<file path="src/rtl/mul_mac_seq_pkg.sv">
// Shared definitions for the multiply-accumulate sequencer: FSM states and
// the multiplier class / result-select encodings driven on ps_mul_cls/sc.
package mul_mac_seq_pkg;

    typedef enum logic [2:0] {
        IDLE = 3'd0,
        MAC  = 3'd1,
        SAT  = 3'd2,
        RD0  = 3'd3,
        RD1  = 3'd4,
        RD2  = 3'd5,
        RDW  = 3'd6,
        DONE = 3'd7
    } state_e;

    // Multiplier operation class
    localparam logic [1:0] CLS_MR   = 2'b00;  // MR access (read or saturate)
    localparam logic [1:0] CLS_PROD = 2'b01;  // MR = x*y
    localparam logic [1:0] CLS_ACC  = 2'b10;  // MR = MR + x*y
    localparam logic [1:0] CLS_SUB  = 2'b11;  // MR = MR - x*y

    // MR slice select / saturate command
    localparam logic [1:0] SC_MR0 = 2'b00;
    localparam logic [1:0] SC_MR1 = 2'b01;
    localparam logic [1:0] SC_MR2 = 2'b10;
    localparam logic [1:0] SC_SAT = 2'b11;

endpackage

</file>
<file path="src/rtl/mul_mac_seq.sv">
// Sequencer that streams len operand pairs into an external multiplier as a
// multiply-accumulate job, optionally saturates MR, then reads MR0..MR2 back.
//
// Operand handshake: a pair moves when opnd_valid and opnd_ready are both 1
// on a rising clk edge. opnd_ready is 1 only in MAC and never in an abort
// cycle; the source may hold opnd_valid low to stall (MR is held meanwhile).
module mul_mac_seq
    import mul_mac_seq_pkg::*;
#(
    parameter int RF_DATASIZE = 16,
    parameter int LEN_W       = 4
) (
    input  logic                   clk,
    input  logic                   reset,
    input  logic                   start,
    input  logic                   abort,
    input  logic [LEN_W-1:0]       len,
    input  logic [3:0]             dtsts,
    input  logic                   sub,
    input  logic                   sat,
    input  logic                   opnd_valid,
    output logic                   opnd_ready,
    input  logic [RF_DATASIZE-1:0] opnd_x,
    input  logic [RF_DATASIZE-1:0] opnd_y,
    output logic                   ps_mul_en,
    output logic                   ps_mul_otreg,
    output logic [3:0]             ps_mul_dtsts,
    output logic [1:0]             ps_mul_cls,
    output logic [1:0]             ps_mul_sc,
    output logic [RF_DATASIZE-1:0] xb_dtx,
    output logic [RF_DATASIZE-1:0] xb_dty,
    input  logic [RF_DATASIZE-1:0] mul_xb_dt,
    input  logic                   mul_ps_mv,
    input  logic                   mul_ps_mn,
    output logic                   busy,
    output logic                   done,
    output logic [RF_DATASIZE-1:0] result0,
    output logic [RF_DATASIZE-1:0] result1,
    output logic [RF_DATASIZE-1:0] result2,
    output logic                   mv_sticky,
    output logic                   mn_last,
    output logic [2:0]             dbg_state
);

    state_e                 state_q, state_d;
    logic [LEN_W-1:0]       cnt_q;
    logic [LEN_W-1:0]       len_q;
    logic [3:0]             dtsts_q;
    logic                   sub_q;
    logic                   sat_q;
    logic                   issue_q;
    logic                   mv_sticky_q;
    logic                   mn_last_q;
    logic [RF_DATASIZE-1:0] result0_q, result1_q, result2_q;

    logic                   xfer;
    logic                   sat_issue;
    logic [LEN_W-1:0]       last_idx;

    // Index of the final pair; only meaningful in MAC where len_q >= 1
    assign last_idx = len_q - LEN_W'(1);

    // State register
    always_ff @(posedge clk or negedge reset) begin
        if (!reset) state_q <= IDLE;
        else        state_q <= state_d;
    end

    // Next state and multiplier command decode; abort overrides everything
    always_comb begin
        state_d      = state_q;
        opnd_ready   = 1'b0;
        xfer         = 1'b0;
        sat_issue    = 1'b0;
        ps_mul_en    = 1'b0;
        ps_mul_otreg = 1'b0;
        ps_mul_dtsts = '0;
        ps_mul_cls   = CLS_MR;
        ps_mul_sc    = SC_MR0;
        xb_dtx       = '0;
        xb_dty       = '0;
        done         = 1'b0;
        case (state_q)
            IDLE: begin
                if (start) state_d = (len == '0) ? DONE : MAC;
            end
            MAC: begin
                opnd_ready = 1'b1;
                if (opnd_valid) begin
                    xfer         = 1'b1;
                    ps_mul_en    = 1'b1;
                    ps_mul_otreg = 1'b1;
                    ps_mul_dtsts = dtsts_q;
                    ps_mul_cls   = (cnt_q == '0) ? CLS_PROD : (sub_q ? CLS_SUB : CLS_ACC);
                    xb_dtx       = opnd_x;
                    xb_dty       = opnd_y;
                    if (cnt_q == last_idx) state_d = sat_q ? SAT : RD0;
                end
            end
            SAT: begin
                sat_issue    = 1'b1;
                ps_mul_en    = 1'b1;
                ps_mul_otreg = 1'b1;
                ps_mul_dtsts = dtsts_q;
                ps_mul_sc    = SC_SAT;
                state_d      = RD0;
            end
            RD0: begin
                ps_mul_en    = 1'b1;
                ps_mul_dtsts = dtsts_q;
                ps_mul_sc    = SC_MR0;
                state_d      = RD1;
            end
            RD1: begin
                ps_mul_en    = 1'b1;
                ps_mul_dtsts = dtsts_q;
                ps_mul_sc    = SC_MR1;
                state_d      = RD2;
            end
            RD2: begin
                ps_mul_en    = 1'b1;
                ps_mul_dtsts = dtsts_q;
                ps_mul_sc    = SC_MR2;
                state_d      = RDW;
            end
            RDW:  state_d = DONE;
            DONE: begin
                done    = 1'b1;
                state_d = IDLE;
            end
            default: state_d = IDLE;
        endcase
        if (abort && (state_q != IDLE)) begin
            state_d      = IDLE;
            opnd_ready   = 1'b0;
            xfer         = 1'b0;
            sat_issue    = 1'b0;
            ps_mul_en    = 1'b0;
            ps_mul_otreg = 1'b0;
            ps_mul_dtsts = '0;
            ps_mul_cls   = CLS_MR;
            ps_mul_sc    = SC_MR0;
            xb_dtx       = '0;
            xb_dty       = '0;
            done         = 1'b0;
        end
    end

    // Command latch, pair counter, multiplier flag capture and readback
    always_ff @(posedge clk or negedge reset) begin
        if (!reset) begin
            cnt_q       <= '0;
            len_q       <= '0;
            dtsts_q     <= '0;
            sub_q       <= 1'b0;
            sat_q       <= 1'b0;
            issue_q     <= 1'b0;
            mv_sticky_q <= 1'b0;
            mn_last_q   <= 1'b0;
            result0_q   <= '0;
            result1_q   <= '0;
            result2_q   <= '0;
        end else begin
            // Multiplier flags arrive one cycle after the op that set them
            issue_q <= xfer | sat_issue;
            if ((state_q == IDLE) && start) begin
                len_q       <= len;
                dtsts_q     <= dtsts;
                sub_q       <= sub;
                sat_q       <= sat;
                cnt_q       <= '0;
                mv_sticky_q <= 1'b0;
                result0_q   <= '0;
                result1_q   <= '0;
                result2_q   <= '0;
            end else begin
                if (xfer) cnt_q <= cnt_q + LEN_W'(1);
                if (issue_q) begin
                    mv_sticky_q <= mv_sticky_q | mul_ps_mv;
                    mn_last_q   <= mul_ps_mn;
                end
                // Read data lags the RDx issue by one cycle
                if (state_q == RD1) result0_q <= mul_xb_dt;
                if (state_q == RD2) result1_q <= mul_xb_dt;
                if (state_q == RDW) result2_q <= mul_xb_dt;
            end
        end
    end

    assign busy      = (state_q != IDLE);
    assign result0   = result0_q;
    assign result1   = result1_q;
    assign result2   = result2_q;
    assign mv_sticky = mv_sticky_q;
    assign mn_last   = mn_last_q;
    assign dbg_state = state_q;

endmodule

</file>
<file path="config.mk">
export PLATFORM = sky130hd
export DESIGN_NAME = mul_mac_seq
export DESIGN_NICKNAME = d
export VERILOG_FILES = /design/src/rtl/mul_mac_seq_pkg.sv /design/src/rtl/mul_mac_seq.sv
export SDC_FILE = /design/constraint.sdc
export NUM_CORES = 1
export LEC_CHECK = 0
export CORE_MARGIN = 2
export CORE_UTILIZATION = 44
export DETAILED_ROUTE_END_ITERATION = 10
export PLACE_DENSITY = 0.87
export SLEW_MARGIN = 40
export SYNTH_ARGS = -nofsm -noshare
export SYNTH_HDL_FRONTEND = slang
export SYNTH_SLANG_ARGS = --single-unit
</file>
<file path="constraint.sdc">
create_clock -name clk -period 3.29 [get_ports clk]
set_input_delay 0.329 -clock clk [delete_from_list [all_inputs] [get_ports clk]]
set_output_delay 0.329 -clock clk [all_outputs]
set_load 0.02 [all_outputs]
</file>
==> impl_metrics.json <==
{
  "outcome": "complete, no violations",
  "path_depth": 5,
  "crit_slowest_cell": "clkdlybuf4s50_1",
  "yosys-top-cells-area": "dfrtp_1, nand2_1, a21oi_1",
  "ys_ff_latch": 68,
  "ios": 163,
  "finalInstanceArea_um2": 5170,
  "dr.first_iter.drc_count": 169,
  "setup_viol": 0,
  "die_width_um": 90.4,
  "whs_ps": 3.26,
  "mappedNetlistNets": 432,
  "postCtsSetupRepairBufs": 0,
  "fill_cells": 558,
  "die_y_um": 90.4,
  "numCtsBuffers": 9,
  "drv_slew": 0,
  "fin_crit_sh_pct": 87.3,
  "dr.pass1.iters": 5,
  "grt_max_degree": 42,
  "ys_warn_count": 0,
  "worst_r2r_endpoint": "len_q[1]",
  "synth.distinct_cells": 34,
  "required_ps": 2960,
  "r2r_cells": 6,
  "critical-path-top-delay-family": "buffers and inverters",
  "routedWlPerCell_um": 15.9,
  "finalHoldViolations": 0,
  "dpl-instance-area_um2": 4950,
  "drv_cap": 0,
  "yosysTopAreaCell": "dfrtp_1",
  "synthCells": 364,
  "total_power_mw": 4.46,
  "rsz0062_at_grt": "no",
  "clk_pin_slew_ps": 70,
  "worst_ir_drop_vdd_uv": 396,
  "port_buffers": 162,
  "endpoint_kind": "primary output",
  "syn_avg_cell_area_um2": 9.02,
  "crit_path_start_kind": "flip-flop",
  "slew-limit-headroom_pct": 52.9,
  "hold_buffers": 0,
  "layout_commonest_cell": "clkdlybuf4s50_1",
  "startpoint": "dbg_state[1]",
  "tns_ps": 0,
  "tightest_slew_ps": 706,
  "cts_sinks": 68,
  "period_minus_slack_ps": 2870,
  "via_per_inst": 5.27,
  "grtUsageTotal_pct": 24.6,
  "fin_worst_skew_ps": 11.0,
  "ant_nets": 0,
  "rows": 31,
  "cts_max_path_buffers": 2,
  "dp.cells": 606,
  "cts_root_buf": "clkbuf_8",
  "n_antenna_cell": 0,
  "layout.cells.non_filler": 622,
  "r2r_start": "dbg_state[2]",
  "drive_above_1_share_pct": 5.93,
  "ctsResizeCount": 0,
  "yosysTopAreaCellShare_pct": 51.8,
  "path_class": "reg -> out",
  "path_buf_inv": 2,
  "fp.coreArea_um2": 7250,
  "dpl.hpwl_mm": 7.35,
  "wl_mm": 9.89,
  "arrival_ps": 2540,
  "cp_cell_sequence": "nor4b_4, buf_4, and2_1, nor2b_1, clkdlybuf4s50_1",
  "clkLatencyLatePin_ps": 340,
  "gp_congestion": 0.840,
  "fmax_mhz": 348,
  "area_growth_pct": 57.4,
  "nNetsFinal": 586,
  "critPathMaxStageDelay_ps": 620,
  "grt_pass1_vias": 3193,
  "path_max_fanout": 40,
  "leakagePower_nw": 2.25,
  "start_util_pct": 45.3,
  "rrSetupSlack_ps": 960,
  "cts_tree": "built",
  "vias": 3275,
  "antenna_found_initial": 0,
  "endpoint": "ps_mul_cls[1]",
  "final_cell_mix": "clkdlybuf4s50_1, nand2_1, dfrtp_1, a21oi_1, and3_1",
  "gr-total-overflow": 0,
  "grt_first_pass_wirelength_mm": 15.9,
  "power_density_nw_per_um2": 863,
  "synth_seq_area_share_pct": 51.8,
  "cts-htree-levels": 3,
  "route.detailed.drc": 0,
  "dieArea_um2": 8170,
  "synth_area_um2": 3280,
  "hold_path_class": "in -> async"
}
-- where the power goes --
| group | internal (mW) | switching, mW | total, mW |
|---|---|---|---|
| Sequential | 1.18 | 0.225 | 1.41 |
| Clock | 0.427 | 0.314 | 0.741 |
| Combinational | 1.07 | 1.24 | 2.31 |
| Total | 2.68 | 1.78 | 4.46 |
-- metrics by stage --
| stage | worst slack, ps | util [%] |
|---|---|---|
| after floorplan | 1320 | - |
| after global placement | 628 | 68.3 |
| after detailed placement | 606 | 68.3 |
| after CTS | 420 | 71.2 |
| after global routing | 269 | 71.2 |
| final | 416 | 71.2 |
-- cells by family after synthesis --
logic type	share of synthesized area (%)
XOR/XNOR	2.82
AND/OR/NAND/NOR	25.8
buffers and inverters	4.99
multiplexers	3.09
flip-flops	51.8
AO/OA/AOI/OAI	10.3
adder cells (fa/ha/maj)	1.14
-- flip-flops by register name (all words and copies together) (netlist names) --
name / count
cnt_q: 4
dbg_state: 3
dtsts_q: 4
issue_q: 1
len_q: 4
mn_last: 1
mv_sticky: 1
result0: 16
result1: 16
result2: 16
sat_q: 1
sub_q: 1
-- per-layer routing --
| metal | wire, um | track usage, % | vias up | share of wire [%] |
|---|---|---|---|---|
| met5 | 0 | 0 | - | 0 |
| met4 | 121 | 6.67 | 0 | 1.2 |
| met1 | 3770 | 27.5 | 1575 | 38 |
| li1 | - | - | 1516 | - |
| met2 | 5170 | 45.4 | 174 | 52 |
| met3 | 838 | 7.43 | 10 | 8.5 |
-- worst min-delay path by stage --
stage	depth (start not counted)	to	start
2_1_floorplan	0	cnt_q[0]	reset
3_3_place_gp	1	result1[3]	reset
3_5_place_dp	1	result1[3]	reset
4_1_cts	1	result1[4]	reset
5_1_grt	1	result1[3]	reset
6_report	1	result1[3]	reset
-- layout make-up --
type | instances | area (um^2) | area share [%]
inverter | 6 | 22.5 | 0.436
multi-input combinational | 262 | 1420 | 27.5
clock buffer | 10 | 128 | 2.47
sequential | 68 | 1700 | 32.9
clock inverter | 6 | 88.8 | 1.72
timing repair buffer | 171 | 1680 | 32.6
tap | 99 | 124 | 2.40
-- cells in the mapped netlist --
cell type,instances
dfrtp_1,68
a21oi_1,54
nand3_1,2
nor2b_1,3
buf_4,4
ha_1,3
and2b_1,1
mux2_1,9
nand4_1,1
a41oi_1,1
nor3_1,5
nor3b_1,1
nand2_1,103
inv_1,6
nor2_1,11
xor2_1,4
nor2_2,1
xnor3_1,1
and3_1,33
buf_2,17
o21ai_1,3
nor4b_4,1
nor3_2,2
and2_1,9
a221o_1,1
o31ai_1,1
o22ai_1,2
xnor2_1,4
or2_1,1
nor3b_2,1
clkbuf_1,7
o21a_1,1
a211oi_1,1
nand2b_1,2
(Power assumes the default switching activity.)
